### config.mk
export PLATFORM = sky130hd
export DESIGN_NAME = scan_decoder
export DESIGN_NICKNAME = d
export VERILOG_FILES = /design/src/rtl/scan_decoder.sv
export SDC_FILE = /design/constraint.sdc
export NUM_CORES = 1
export LEC_CHECK = 0
export ABC_AREA = 1
export ABC_CLOCK_PERIOD_IN_PS = 1600
export CORE_MARGIN = 2
export CORE_UTILIZATION = 45
export DETAILED_ROUTE_END_ITERATION = 8
export PLACE_DENSITY = 0.8
export SYNTH_ARGS = -nofsm -noshare
export SYNTH_HDL_FRONTEND = slang
export SYNTH_SLANG_ARGS = --single-unit
### constraint.sdc
create_clock -name iClk -period 1.6 [get_ports iClk]
set_input_delay 0.32 -clock iClk [delete_from_list [all_inputs] [get_ports iClk]]
set_output_delay 0.32 -clock iClk [all_outputs]
set_load 0.1 [all_outputs]
### src/rtl/scan_decoder.sv
// One-hot select decoder with direct and auto-scan modes.
// Scan dwells DIV cycles per index and pulses oWrap on wrap-around.
module scan_decoder #(
    parameter int N   = 3,
    parameter int DIV = 4
) (
    input  logic                iClk,
    input  logic                iRst,
    input  logic [N-1:0]        iData,
    input  logic [1:0]          iEna,
    input  logic                iMode,
    input  logic                iHold,
    output logic [(1<<N)-1:0]   oData,
    output logic [N-1:0]        oIndex,
    output logic                oWrap
);

    localparam int W  = 1 << N;
    localparam int PW = (DIV > 1) ? $clog2(DIV) : 1;
    localparam logic [PW-1:0] PLAST = PW'(DIV - 1);
    localparam logic [N-1:0]  ILAST = '1;

    logic [N-1:0]  index;
    logic [N-1:0]  indexNext;
    logic [PW-1:0] presc;
    logic [PW-1:0] prescNext;
    logic          enaReg;
    logic          prevMode;
    logic          armed;
    logic          scanActive;
    logic          scanActiveNext;
    logic          wrapNext;
    logic [W-1:0]  dataNext;
    logic          enNow;
    logic          scanEntry;
    logic          step;
    logic          stepLast;
    logic          stepMid;

    // armed: iMode has been seen low since reset, so a rising edge is genuine
    always_comb begin
        enNow          = (iEna == 2'b10);
        scanEntry      = iMode && !prevMode && armed;
        step           = iMode && scanActive && enNow && !iHold;
        stepLast       = step && (presc == PLAST);
        stepMid        = step && (presc != PLAST);
        indexNext      = index;
        prescNext      = presc;
        scanActiveNext = scanActive;
        wrapNext       = 1'b0;
        unique case (1'b1)
            !iMode: begin
                indexNext      = iData;
                prescNext      = '0;
                scanActiveNext = 1'b0;
            end
            scanEntry: begin
                indexNext      = iData;
                prescNext      = '0;
                scanActiveNext = 1'b1;
            end
            stepLast: begin
                indexNext = index + 1'b1;
                prescNext = '0;
                wrapNext  = (index == ILAST);
            end
            stepMid: begin
                prescNext = presc + 1'b1;
            end
            default: ;
        endcase
        dataNext = '0;
        if (enNow) begin
            dataNext[indexNext] = 1'b1;
        end
    end

    always_ff @(posedge iClk or posedge iRst) begin
        if (iRst) begin
            index      <= '0;
            presc      <= '0;
            enaReg     <= 1'b0;
            prevMode   <= 1'b0;
            armed      <= 1'b0;
            scanActive <= 1'b0;
            oData      <= '0;
            oWrap      <= 1'b0;
        end else begin
            index      <= indexNext;
            presc      <= prescNext;
            enaReg     <= enNow;
            prevMode   <= iMode;
            armed      <= armed | !iMode;
            scanActive <= scanActiveNext;
            oData      <= dataNext;
            oWrap      <= wrapNext;
        end
    end

    assign oIndex = index;

    // enaReg mirrors the gating already folded into oData
    logic unusedEna;
    assign unusedEna = enaReg;

endmodule
==> results of run 1 <==
## layer usage
layer,global-route usage (%),vias up,wire length [um]
met1,23.6,349,739
met2,32.2,28,950
li1,-,321,-
met4,12.4,0,45
met5,0,-,0
met3,2.40,7,82
## cell families (layout without fill, tap and decap cells)
family	Yosys count	in the layout	synth area share, %
AOI/OAI and AO/OA	2	2	3.17
and+or+nand+nor	46	46	30.7
buffers and inverters	9	43	4.50
adders and majority gates	3	3	5.00
DFF	17	17	56.7
## registers in the layout, indices dropped and copies added (netlist names)
name	count
oData	8
oIndex	3
presc	2
armed	1
oWrap	1
prevMode	1
scanActive	1
## worst paths after layout
path / startpoint / end / slack [ns]
setup / recovery: iMode / oData[0]$_DFF_PP0_ / 0.09
hold / removal: iRst / oIndex[0]$_DFF_PP0_ / 0.32
setup reg to reg: oIndex[1]$_DFF_PP0_ / oData[4]$_DFF_PP0_ / 0.13
hold reg to reg: presc[0]$_DFFE_PP0P_ / presc[0]$_DFFE_PP0P_ / 0.52
max in group asynchronous: iRst / oIndex[1]$_DFF_PP0_ / 1.08
min in group iClk: presc[0]$_DFFE_PP0P_ / presc[0]$_DFFE_PP0P_ / 0.52
## power by group through the flow
stage / Combinational [mW] / Clock, mW / Sequential [mW]
floorplan: 0.0590 / 0 / 0.550
global placement: 0.236 / 0 / 0.471
detailed placement: 0.243 / 0 / 0.471
CTS: 0.244 / 0.240 / 0.463
global route: 0.279 / 0.259 / 0.467
finish: 0.264 / 0.236 / 0.465
## cell usage in the layout (no fill, tap or decap)
cell / n
nand2_1: 15
dfrtp_1: 14
buf_12: 12
nor2_1: 11
buf_4: 10
inv_1: 8
clkdlybuf4s50_1: 8
nand3_1: 7
nand4_1: 4
nor2_2: 3
nand3_2: 3
clkbuf_4: 3
ha_4: 2
dfrtp_4: 2
nor2_4: 1
a21oi_4: 1
inv_2: 1
nand2_2: 1
or2_2: 1
o31ai_1: 1
ha_1: 1
clkbuf_1: 1
dfrtp_2: 1
## through the flow
step | power (mW) | worst slack [ns]
floorplan | 0.609 | 0.00112
global placement | 0.707 | -0.122
detailed placement | 0.714 | -0.203
CTS | 0.946 | 0.0508
global route | 1.00 | -0.0134
finish | 0.965 | 0.0905
## critical path: cells and delay by family
family | cells | cell delay (ns)
buf+inv | 2 | 0.58
simple gates | 7 | 0.85
## layout make-up
class / count / area, um^2
fillers: 92 / 315
well taps: 16 / 20.0
clock buffers: 4 / 26.3
inverters: 9 / 33.8
flip-flops and latches: 17 / 434
multi-input cells: 51 / 317
repair buffers: 30 / 395
## repair_timing
action	4_1_cts	5_1_grt
resized for setup	0	3
buffers inserted	0	4
endpoints found under the setup margin	0	7
==> run metrics, run 1 <==
period utilization 94.3%; switching share of power about 33%; Root Buffer clkbuf_4; Remaining DRCs 0; cells on worst reg2reg path 6; slowest stage cell, crit path clkdlybuf4s50_1; Routed WL roughly 1800 um; Final Core Density 79.5%; placed insts 119; Psw 0.315 mW; f_max roughly 0.66 GHz; Tot GR Track Use between 10% and 20%; final hold slack 0.317 ns; routed len/inst about 14 um; Cell Area, Synth ~750 um^2; Placed Area 1140 um^2; first-pass detailed-route iteration total 4; largest area contributor in the netlist dfrtp_1; GRT overflow 0; largest net degree at the start of global routing 18; kind of critical path in -> reg; prevailing post-synth register cell dfrtp_1; Final Max Slew Viols 0; FF+latch count, synth 17; total die area just over 2000 um^2; core area 1540 um^2; DRT iter0 DRCs 18; Worst-Skew Late Latency 0.30 ns; first-pass GRT wire length ~2700 um; Slew HR 84.3%; minimum clock period roughly 1.5 ns; number of hold buffers added after cts 0; clock transition at the registers of the reported paths roughly 0.10 ns; TritonCTS Sinks 17; Vias ~710; Hold Path Class in -> async; Worst Path Required ~1.8 ns; Cell variety after synth 15; worst-path cell chain clkdlybuf4s50_1 -> nand2_1 -> nor2_4 -> nand3_2 -> nand3_2 -> inv_1 -> nor2_2 -> nand2_1 -> nor2_1; Setup TNS Final 0 ns; Max-Cap Viols 0; GPL Wtd Cong 0.902; Tightest Pin Transition 0.233 ns; Starting Density around 49%; # nets final ~120; Crit. End Element flop; syn nets slightly below 90; Max FO, Critical Path 5; P per Cell Area 787 nW/um^2; combinational power share 27.3%; H-Tree Depth 1; clock power share roughly 25%; arrival time worst endpoint roughly 1.8 ns; Max VDD drop 0.612 mV; Setup Skew about 0.0017 ns; top cells by area, synth dfrtp_1 (57%), nand2_1 (7.5%), nor2_1 (5.5%), ha_1 (5.0%), nand3_1 (4.7%); status completed; most frequent cell after synthesis dfrtp_1; Seq pwr share 48.2%; detailed placer's ending HPWL 1290 um; Non-Filler Instances 127; Cell Rows 14; initial antenna violation count 0; top cell type's share of synthesized area a little under three fifths; Async SR Flop Fraction 100%; clk buf depth 2; area grow syn2layout 63.3%; Die H approximately 45 um; internal power 0.650 mW; startpoint types primary input; vias per cell approximately 5.6; # setup viols final 0; Leakage Power between 0.5 and 0.6 nW; antenna violation net count after detailed routing 0; Post-Synthesis Cells slightly below 80; Avg Cell Area, Syn between 9 and 10 um^2; I/O Buffers 20; Ports 21; TritonCTS Buffers 3; post-synthesis sequential area ratio between 50% and 60%; die width around 45 um; vias in the first global route 650; Final Hold Fails 0; Post-synth top cells dfrtp_1 (17), nand2_1 (15), nor2_1 (11); ant diodes 0; YS warnings 0; Post-synth EDFFs 0; fraction of layout cells with a size suffix above 1 36.9%; Design Area, Final 1230 um^2; CP max stage delay ~0.53 ns; CTS tree yes
Power figures use the tool's default switching activity.
==> inputs of run 2 (changes only) <==
- MAX_ROUTING_LAYER: default -> met4
==> run metrics, run 2 (synthesized netlist as in run 1, its figures left out) <==
cells on worst reg2reg path 7 (+1); total die area 2010 um^2 (unchanged); GPL Wtd Cong 0.918 (+1.7%); status completed; first-pass GRT wire length 2730 um (-0.26%); antenna violation net count after detailed routing 0 (unchanged); Worst-Skew Late Latency 0.30 ns (about the same); commonest non-fill, non-tap cell in the layout nand2_1; Tot GR Track Use 19.9% (+0.59 points); I/O Buffers 20 (unchanged); initial antenna violation count 0 (unchanged); Slew HR 84.4% (about the same); area grow syn2layout 63.3% (unchanged); core area 1540 um^2 (unchanged); # nets final 124 (unchanged); first-pass detailed-route iteration total 5 (+1); routed len/inst 14.4 um (+0.71%); clk buf depth 2 (unchanged); P per Cell Area 786 nW/um^2 (-0.11%); Setup Skew 0.00123 ns (-0.000443 ns); die width 44.8 um (unchanged); fraction of layout cells with a size suffix above 1 36.9% (unchanged); global-route track usage on met3 2.40% (unchanged); slowest stage cell, crit path clkdlybuf4s50_1; Cell Rows 14 (unchanged); detailed placer's ending HPWL 1290 um (unchanged); Ports 21 (unchanged); Placed Area 1140 um^2 (unchanged); vias per cell 5.54 (-0.28%); CP bufs+invs 2 (unchanged); met2 usage 32.2% (unchanged); Max VDD drop 0.612 mV (about the same); Root Buffer clkbuf_4; Vias 703 (-0.28%); number of hold buffers added after cts 0 (unchanged); kind of critical path in -> reg; Hold Path Class in -> async; period utilization 94.2% (-0.14 points); worst-path cell chain clkdlybuf4s50_1 -> nand2_1 -> nor2_4 -> nand3_2 -> nand3_2 -> inv_1 -> nor2_2 -> nand2_1 -> nor2_1; DRT iter0 DRCs 18 (unchanged); Tightest Pin Transition 0.232 ns (-0.00107 ns); Final Max Slew Viols 0 (unchanged); Tot Pwr 0.964 mW (-0.11%); minimum clock period 1.51 ns (-0.00216 ns); R2R setup slack 0.13 ns (about the same); Setup WS pre-CTS -0.203 ns (unchanged); CTS tree yes; Worst Path Required 1.83 ns (about the same); startpoint types primary input; clock transition at the registers of the reported paths 0.09 ns (about the same); global route hottest layer met2; Remaining DRCs 0 (unchanged); Final Hold Fails 0 (unchanged); Leakage Power 0.585 nW (unchanged); Crit. End Element flop; H-Tree Depth 1 (unchanged); grt met1 use 23.6% (unchanged); ant diodes 0 (unchanged); Starting Density 48.7% (unchanged); commonest non-fill, non-tap cells in the layout nand2_1 (15), dfrtp_1 (14), buf_12 (12); vias in the first global route 648 (-0.31%); Design Area, Final 1230 um^2 (unchanged); arrival time worst endpoint 1.74 ns (about the same); GRT overflow 0 (unchanged); TritonCTS Buffers 3 (unchanged); Final WS setup 0.0926 ns (+0.00216 ns); max reg flops 8 (unchanged); Top Family by Delay on Critical Path simple AND/OR/NAND/NOR gates; r2r startpoint oIndex[1]$_DFF_PP0_; CP max stage delay 0.53 ns (about the same); # setup viols final 0 (unchanged); terminus of the critical flop-to-flop path oData[2]$_DFF_PP0_; Routed WL 1830 um (+0.71%); TritonCTS Sinks 17 (unchanged); Max FO, Critical Path 5 (unchanged); Biggest register oData; f_max 0.663 GHz (+0.14%); largest net degree at the start of global routing 18 (unchanged); Max-Cap Viols 0 (unchanged); Die H 44.8 um (unchanged)
[run 2: power by group]
part / switching [mW] / leakage, nW / internal [mW] / total, mW
clock network: 0.138 / 0.0150 / 0.0974 / 0.235
logic: 0.159 / 0.352 / 0.105 / 0.264
registers: 0.0170 / 0.218 / 0.448 / 0.465
[run 2: metrics by stage]
step,utilization [%],hold slack (ns),TNS (ns),cells
CTS,76.0,0.324,0,123
finish,79.5,0.319,0,127
detailed placement,74.3,0.501,-1.48,119
global placement,74.3,0.475,-0.831,119
floorplan,-,0.246,0,77
global route,79.5,0.348,-0.0356,127
[run 2: final cells by class]
cell class / count / area, um^2
fillers: 92 / 315
flip-flops and latches: 17 / 434
repair buffers: 30 / 395
clock buffers: 4 / 26.3
multi-input cells: 51 / 317
inverters: 9 / 33.8
well taps: 16 / 20.0
[run 2: worst max-delay path by stage]
| stage | cells past startpoint | slack [ns] | end | from |
|---|---|---|---|---|
| global placement | 8 | -0.12 | oData[6]$_DFF_PP0_ | iMode |
| global route | 9 | -0.01 | oData[1]$_DFF_PP0_ | iMode |
| finish | 9 | 0.09 | oData[0]$_DFF_PP0_ | iMode |
| floorplan | 7 | 0.001 | oData[0]$_DFF_PP0_ | oIndex[0]$_DFF_PP0_ |
| CTS | 7 | 0.05 | oData[2]$_DFF_PP0_ | oIndex[1]$_DFF_PP0_ |
| detailed placement | 9 | -0.20 | oData[4]$_DFF_PP0_ | iMode |
[run 2: worst min-delay path: stages]
cell and delay, ns:
clkdlybuf4s50_1 0.39, inv_1 0.05, buf_4 0.23
[run 2: per-layer routing]
layer | part of all wire (%) | wire length (um)
met5 | 0 | 0
met1 | 40 | 734
met3 | 5.6 | 102
met4 | 2.1 | 38
met2 | 52 | 958
[run 2: repair_timing]
action / 4_1_cts / 5_1_grt
buffers inserted: 0 / 4
hold endpoints to repair: 0 / 0
resized for setup: 0 / 3
endpoints found under the setup margin: 0 / 7
==> inputs of run 3 (changes only) <==
- SLEW_MARGIN: default -> 20
==> results of run 3 <==
Final layout, timing and power as in run 2 (identical DEF).
